`config.mk`:
```
export PLATFORM = sky130hd
export DESIGN_NAME = mem_bus_responder
export DESIGN_NICKNAME = d
export VERILOG_FILES = /design/src/rtl/mem_bus_pkg.sv /design/src/rtl/mem_array.sv /design/src/rtl/mem_bus_responder.sv
export SDC_FILE = /design/constraint.sdc
export NUM_CORES = 2
export LEC_CHECK = 0
export BUFFER_PORTS_ARGS = -buffer_cell sky130_fd_sc_hd__buf_2
export CELL_PAD_IN_SITES_DETAIL_PLACEMENT = 0
export CELL_PAD_IN_SITES_GLOBAL_PLACEMENT = 2
export CORE_ASPECT_RATIO = 0.5
export CORE_MARGIN = 5
export CORE_UTILIZATION = 30
export DETAILED_ROUTE_END_ITERATION = 8
export PLACE_DENSITY = 0.53
export RECOVER_POWER = 25
export SLEW_MARGIN = 20
export SYNTH_ARGS = -nofsm -noshare
export SYNTH_HDL_FRONTEND = slang
export SYNTH_SLANG_ARGS = --single-unit
```
`constraint.sdc`:
```
create_clock -name clk -period 5.6 [get_ports clk]
set_input_delay 1.12 -clock clk [delete_from_list [all_inputs] [get_ports clk]]
set_output_delay 1.12 -clock clk [all_outputs]
set_load 0.01 [all_outputs]
```
`src/rtl/mem_bus_pkg.sv`:
```
// Shared types and widths for the memory bus responder.
// Imported by mem_array and mem_bus_responder.
package mem_bus_pkg;

    localparam int DATA_W = 16;
    localparam int WAIT_W = 4;

    typedef enum logic [1:0] {
        IDLE,
        BUSY,
        DONE
    } mem_state_t;

endpackage

```
`src/rtl/mem_array.sv`:
```
// Synchronous single-port word RAM, DEPTH x DATA_W, registered read, no reset.
// Ports: clk, we (write enable), addr (word index), din (write data), dout (read data).
module mem_array
    import mem_bus_pkg::*;
#(
    parameter int DEPTH = 256,
    parameter int AW    = $clog2(DEPTH)
) (
    input  logic              clk,
    input  logic              we,
    input  logic [AW-1:0]     addr,
    input  logic [DATA_W-1:0] din,
    output logic [DATA_W-1:0] dout
);

    logic [DATA_W-1:0] mem [DEPTH];

    // Read-before-write: dout shows the old word on a write cycle.
    always_ff @(posedge clk) begin
        if (we) begin
            mem[addr] <= din;
        end
        dout <= mem[addr];
    end

endmodule

```
`src/rtl/mem_bus_responder.sv`:
```
// Memory-side bus responder: captures one MREQ_N access, waits WAIT_STATES
// cycles, performs it on mem_array and runs a four-phase ACK handshake.
// Ports: clk, reset (sync, active high), MREQ_N, R_W_N, addr, wdata in;
//        rdata, ACK, ERR (out-of-range, only with ACK) out.
module mem_bus_responder
    import mem_bus_pkg::*;
#(
    parameter int DEPTH       = 256,
    parameter int WAIT_STATES = 2
) (
    input  logic              clk,
    input  logic              reset,
    input  logic              MREQ_N,
    input  logic              R_W_N,
    input  logic [DATA_W-1:0] addr,
    input  logic [DATA_W-1:0] wdata,
    output logic [DATA_W-1:0] rdata,
    output logic              ACK,
    output logic              ERR
);

    localparam int AW = $clog2(DEPTH);

    mem_state_t        state;
    logic [WAIT_W-1:0] cnt;
    logic              rw_q;
    logic [DATA_W-1:0] addr_q;
    logic [DATA_W-1:0] wdata_q;

    logic              in_range;
    logic              complete;
    logic              ram_we;
    logic [AW-1:0]     ram_addr;
    logic [DATA_W-1:0] ram_dout;

    assign in_range = (addr_q >> AW) == '0;
    assign complete = (state == BUSY) && !MREQ_N && (cnt == '0);
    assign ram_we   = complete && !rw_q && in_range && !reset;

    // In IDLE the RAM is addressed with the live bus address so the
    // registered read is already valid one edge after capture; this is
    // what lets a zero-wait read complete at E1 with correct data.
    assign ram_addr = (state == IDLE) ? addr[AW-1:0] : addr_q[AW-1:0];

    mem_array #(
        .DEPTH (DEPTH),
        .AW    (AW)
    ) u_mem (
        .clk  (clk),
        .we   (ram_we),
        .addr (ram_addr),
        .din  (wdata_q),
        .dout (ram_dout)
    );

    always_ff @(posedge clk) begin
        if (reset) begin
            state   <= IDLE;
            cnt     <= '0;
            rw_q    <= 1'b1;
            addr_q  <= '0;
            wdata_q <= '0;
            ACK     <= 1'b0;
            ERR     <= 1'b0;
            rdata   <= '0;
        end else begin
            unique case (state)
                IDLE: begin
                    if (!MREQ_N) begin
                        rw_q    <= R_W_N;
                        addr_q  <= addr;
                        wdata_q <= wdata;
                        cnt     <= WAIT_W'(WAIT_STATES);
                        state   <= BUSY;
                    end
                end
                BUSY: begin
                    if (MREQ_N) begin
                        state <= IDLE;
                    end else if (cnt != '0) begin
                        cnt <= cnt - 1'b1;
                    end else begin
                        ACK   <= 1'b1;
                        ERR   <= !in_range;
                        state <= DONE;
                        if (rw_q) begin
                            rdata <= in_range ? ram_dout : '0;
                        end
                    end
                end
                DONE: begin
                    if (MREQ_N) begin
                        ACK   <= 1'b0;
                        ERR   <= 1'b0;
                        state <= IDLE;
                    end
                end
                default: state <= IDLE;
            endcase
        end
    end

endmodule

```
==> results.sh <==
export IMPL_drt_antenna_violating_nets=0
export IMPL_syn_cell_area_mm2=0.153
export IMPL_fmax_mhz=187
export IMPL_leakage_uw=0.0563
export IMPL_cts_sinks=4169
export IMPL_io_pins=54
export IMPL_hold_viol_final=0
export IMPL_via_count=89400
export IMPL_clk_path_buf_depth=4
export IMPL_crit_path_max_fanout=102
export IMPL_synth_edf_count=4096
export IMPL_path_common_cell="buf_12"
export IMPL_grt_max_degree=158
export IMPL_placed_area_mm2=0.168
export IMPL_highest_layer="met5"
export IMPL_maxSlewHeadroom=-1.72
export IMPL_critical_path_top_delay_family="compound AO/OA/AOI/OAI gates"
export IMPL_cap_violations=39
export IMPL_numPortBuffers=53
export IMPL_fp_dieW_um=1020
export IMPL_seq_area_mm2=0.124
export IMPL_detail_route_iter0_violations=10300
export IMPL_dr_pass1_iters=6
export IMPL_fin_util=0.355
export IMPL_ys_ff_latch=4169
export IMPL_core_mm2=0.508
export IMPL_most_common_layout_cells="edfxtp_1 (4096), a22oi_1 (2048), a21oi_1 (1074)"
export IMPL_place_ws_ns=0.0857
export IMPL_synth_fa_ha_area_frac=0.000163
export IMPL_cts_hold_buf=0
export IMPL_worstSetupPathType="reg2reg"
export IMPL_start_util=0.301
export IMPL_synth_compound_area_frac=0.155
export IMPL_outcome="complete, but fails checks"
export IMPL_fillers=48000
export IMPL_gp_congestion=0.791
export IMPL_cp_end_kind="register"
export IMPL_cts_tree="yes"
export IMPL_cp_cell_sequence="nor2_4 -> o31ai_4 -> buf_12 -> buf_12 -> buf_4 -> a22oi_1 -> a21oi_1 -> o41ai_1 -> a41oi_1 -> or4_1"
export IMPL_finalSetupViolations=0
export IMPL_cts_htree_levels=5
export IMPL_hp_class="in2reg"
export IMPL_clk_pin_slew_ns=0.06
export IMPL_crit_arrival_ns=6.18
export IMPL_nets=9478
export IMPL_worst_path_largest_cell_delay_ns=1.07
export IMPL_layout_commonest_cell="edfxtp_1"
export IMPL_layout_setup_ws_ns=0.245
export IMPL_post_cts_buffers=0
export IMPL_fin_area_mm2=0.181
export IMPL_yosysSeqAreaShare=0.813
export IMPL_p_per_area_mw_per_mm2=372
export IMPL_worstPathRequired_ns=6.43
export IMPL_cts_made_buffers=409
export IMPL_grtUsageTotal=0.199
export IMPL_ir_worst_vdd_mv=0.293
export IMPL_cts_resized=0
export IMPL_synthMuxAreaShare=0.0000654
export IMPL_slew_violations=2564
export IMPL_grt_overflow=0
export IMPL_cp_start_kind="register"
export IMPL_multiInputGateArea_mm2=0.0266
export IMPL_drive_above_1_share=0.169
export IMPL_holdWs_ns=0.419
export IMPL_die_h_um=515
export IMPL_grt_pass1_vias=85500
export IMPL_dp_hpwl_um=324000
export IMPL_grt_pass1_wl_um=740000
export IMPL_finClkSkew_ns=0.0654
export IMPL_antenna_found_initial=51
export IMPL_synth_ff_type="edfxtp_1"
export IMPL_die_area_mm2=0.526
export IMPL_wl_met2_um=242000
export IMPL_rsz0062_at_grt="false"
export IMPL_synth_simple_area_share=0.0127
export IMPL_wl_per_cell_um=32.6
export IMPL_syn_num_nets=8803
export IMPL_clock_latency_ns=0.97
export IMPL_syn_inst=8765
export IMPL_met1_length_um=254000
export IMPL_synth_xor_area_share=0.000114
export IMPL_crit_path_top_delay_cell="o41ai_1"
export IMPL_synth_cell_types=42
export IMPL_routed_wl_met3_um=36600
export IMPL_violations="max-capacitance violations, max-slew violations"
export IMPL_cts_root_buf="clkbuf_16"
export IMPL_syn_to_final_growth_pct=17.9
export IMPL_core_rowCount=185
export IMPL_via_per_inst=5.37
export IMPL_finalCritPeriodShare=0.956
export IMPL_async_flop_share=0
export IMPL_wirelength_um=542000
export IMPL_ys_warn_count=0
export IMPL_avgSynthCellArea_um2=17.5
export IMPL_max_slew_worst_pin_slew_ns=4.08
export IMPL_finalCriticalPeriod_ns=5.35
export IMPL_crit_buf_inv=3
export IMPL_drc=0
export IMPL_synth_top_family_by_area="compound AO/OA/AOI/OAI gates"
-- routing by layer --
| layer | track usage | up-vias |
|---|---|---|
| met5 | 0 | - |
| met4 | 0.0349 | 4 |
| met3 | 0.0319 | 528 |
| met2 | 0.303 | 3113 |
| met1 | 0.302 | 47800 |
| li1 | - | 38000 |
-- path summary, 6_finish.rpt --
check                          start                  endpoint  slack (ns)  cells after the start
max            state[1]$_SDFFE_PP0P_    u_mem.dout[15]$_DFF_P_        0.25                     10
min                        wdata[14]  wdata_q[14]$_SDFFE_PP0P_        0.42                      3
max reg2reg    state[1]$_SDFFE_PP0P_    u_mem.dout[15]$_DFF_P_        0.25                     10
min reg2reg  addr_q[10]$_SDFFE_PP0P_   addr_q[10]$_SDFFE_PP0P_        0.45                      2
-- cell type report --
type	count	share of cell area
inverter	7	0.000146
timing repair buffer	922	0.0431
tap	6825	0.0473
clock inverter	253	0.0128
sequential	4169	0.689
clock buffer	496	0.0598
multi-input combinational	3931	0.147
antenna	33	0.000457
-- logic make-up (layout without fill, tap and decap cells) --
group | count (synthesis) | count (layout)
other | 0 | 33
DFF | 4169 | 4169
and+or+nand+nor | 463 | 463
buffers and inverters | 665 | 1678
adders and majority gates | 2 | 2
muxes | 1 | 1
xor gates and xnor gates | 2 | 2
AOI/OAI and AO/OA | 3463 | 3463
-- power by group --
part           switching (µW)  internal, µW
combinational            3640          1270
sequential                188         34400
clock                   12100         15500
-- flip-flops by register name, summed over array words and instances (netlist names) --
signal and flops:
u_mem.mem 4096, addr_q 16, rdata 16, u_mem.dout 16, wdata_q 16, cnt 4, state 2, ACK 1
ERR 1, rw_q 1
-- tightest hold or removal path, stage by stage --
cell	delay [ns]
buf_2	0.09
nand2_1	0.05
a21oi_1	0.05
-- through the flow --
stage / power (µW) / setup TNS (ns) / cells
after detailed placement: 40200 / 0 / 15900
final: 67200 / 0 / 16600
after global placement: 40200 / -1.78 / 15800
after CTS: 67800 / 0 / 16600
after global routing: 69300 / 0 / 16600
after floorplan: 37600 / 0 / 8765
-- synth_stat cells (all sizes together) (3+ instances only) --
cell    count  area (µm²)
nand3      24         120
inv         7        26.3
o21ai       6        30.0
edfxtp   4096      123000
nand2     119         447
o31ai       3        22.5
nand2b      8        50.1
nor2      271        1020
a21oi    1074        5380
a22oi    2048       15400
o41ai     256        2240
or4        19         143
nor3        6        35.0
nor3b       3        22.5
buf       375        1880
a41oi      64         561
nand3b      7        52.6
dfxtp      73        1460
clkbuf    283        1060
a31oi       6        88.8
(Power assumes the default switching activity.)
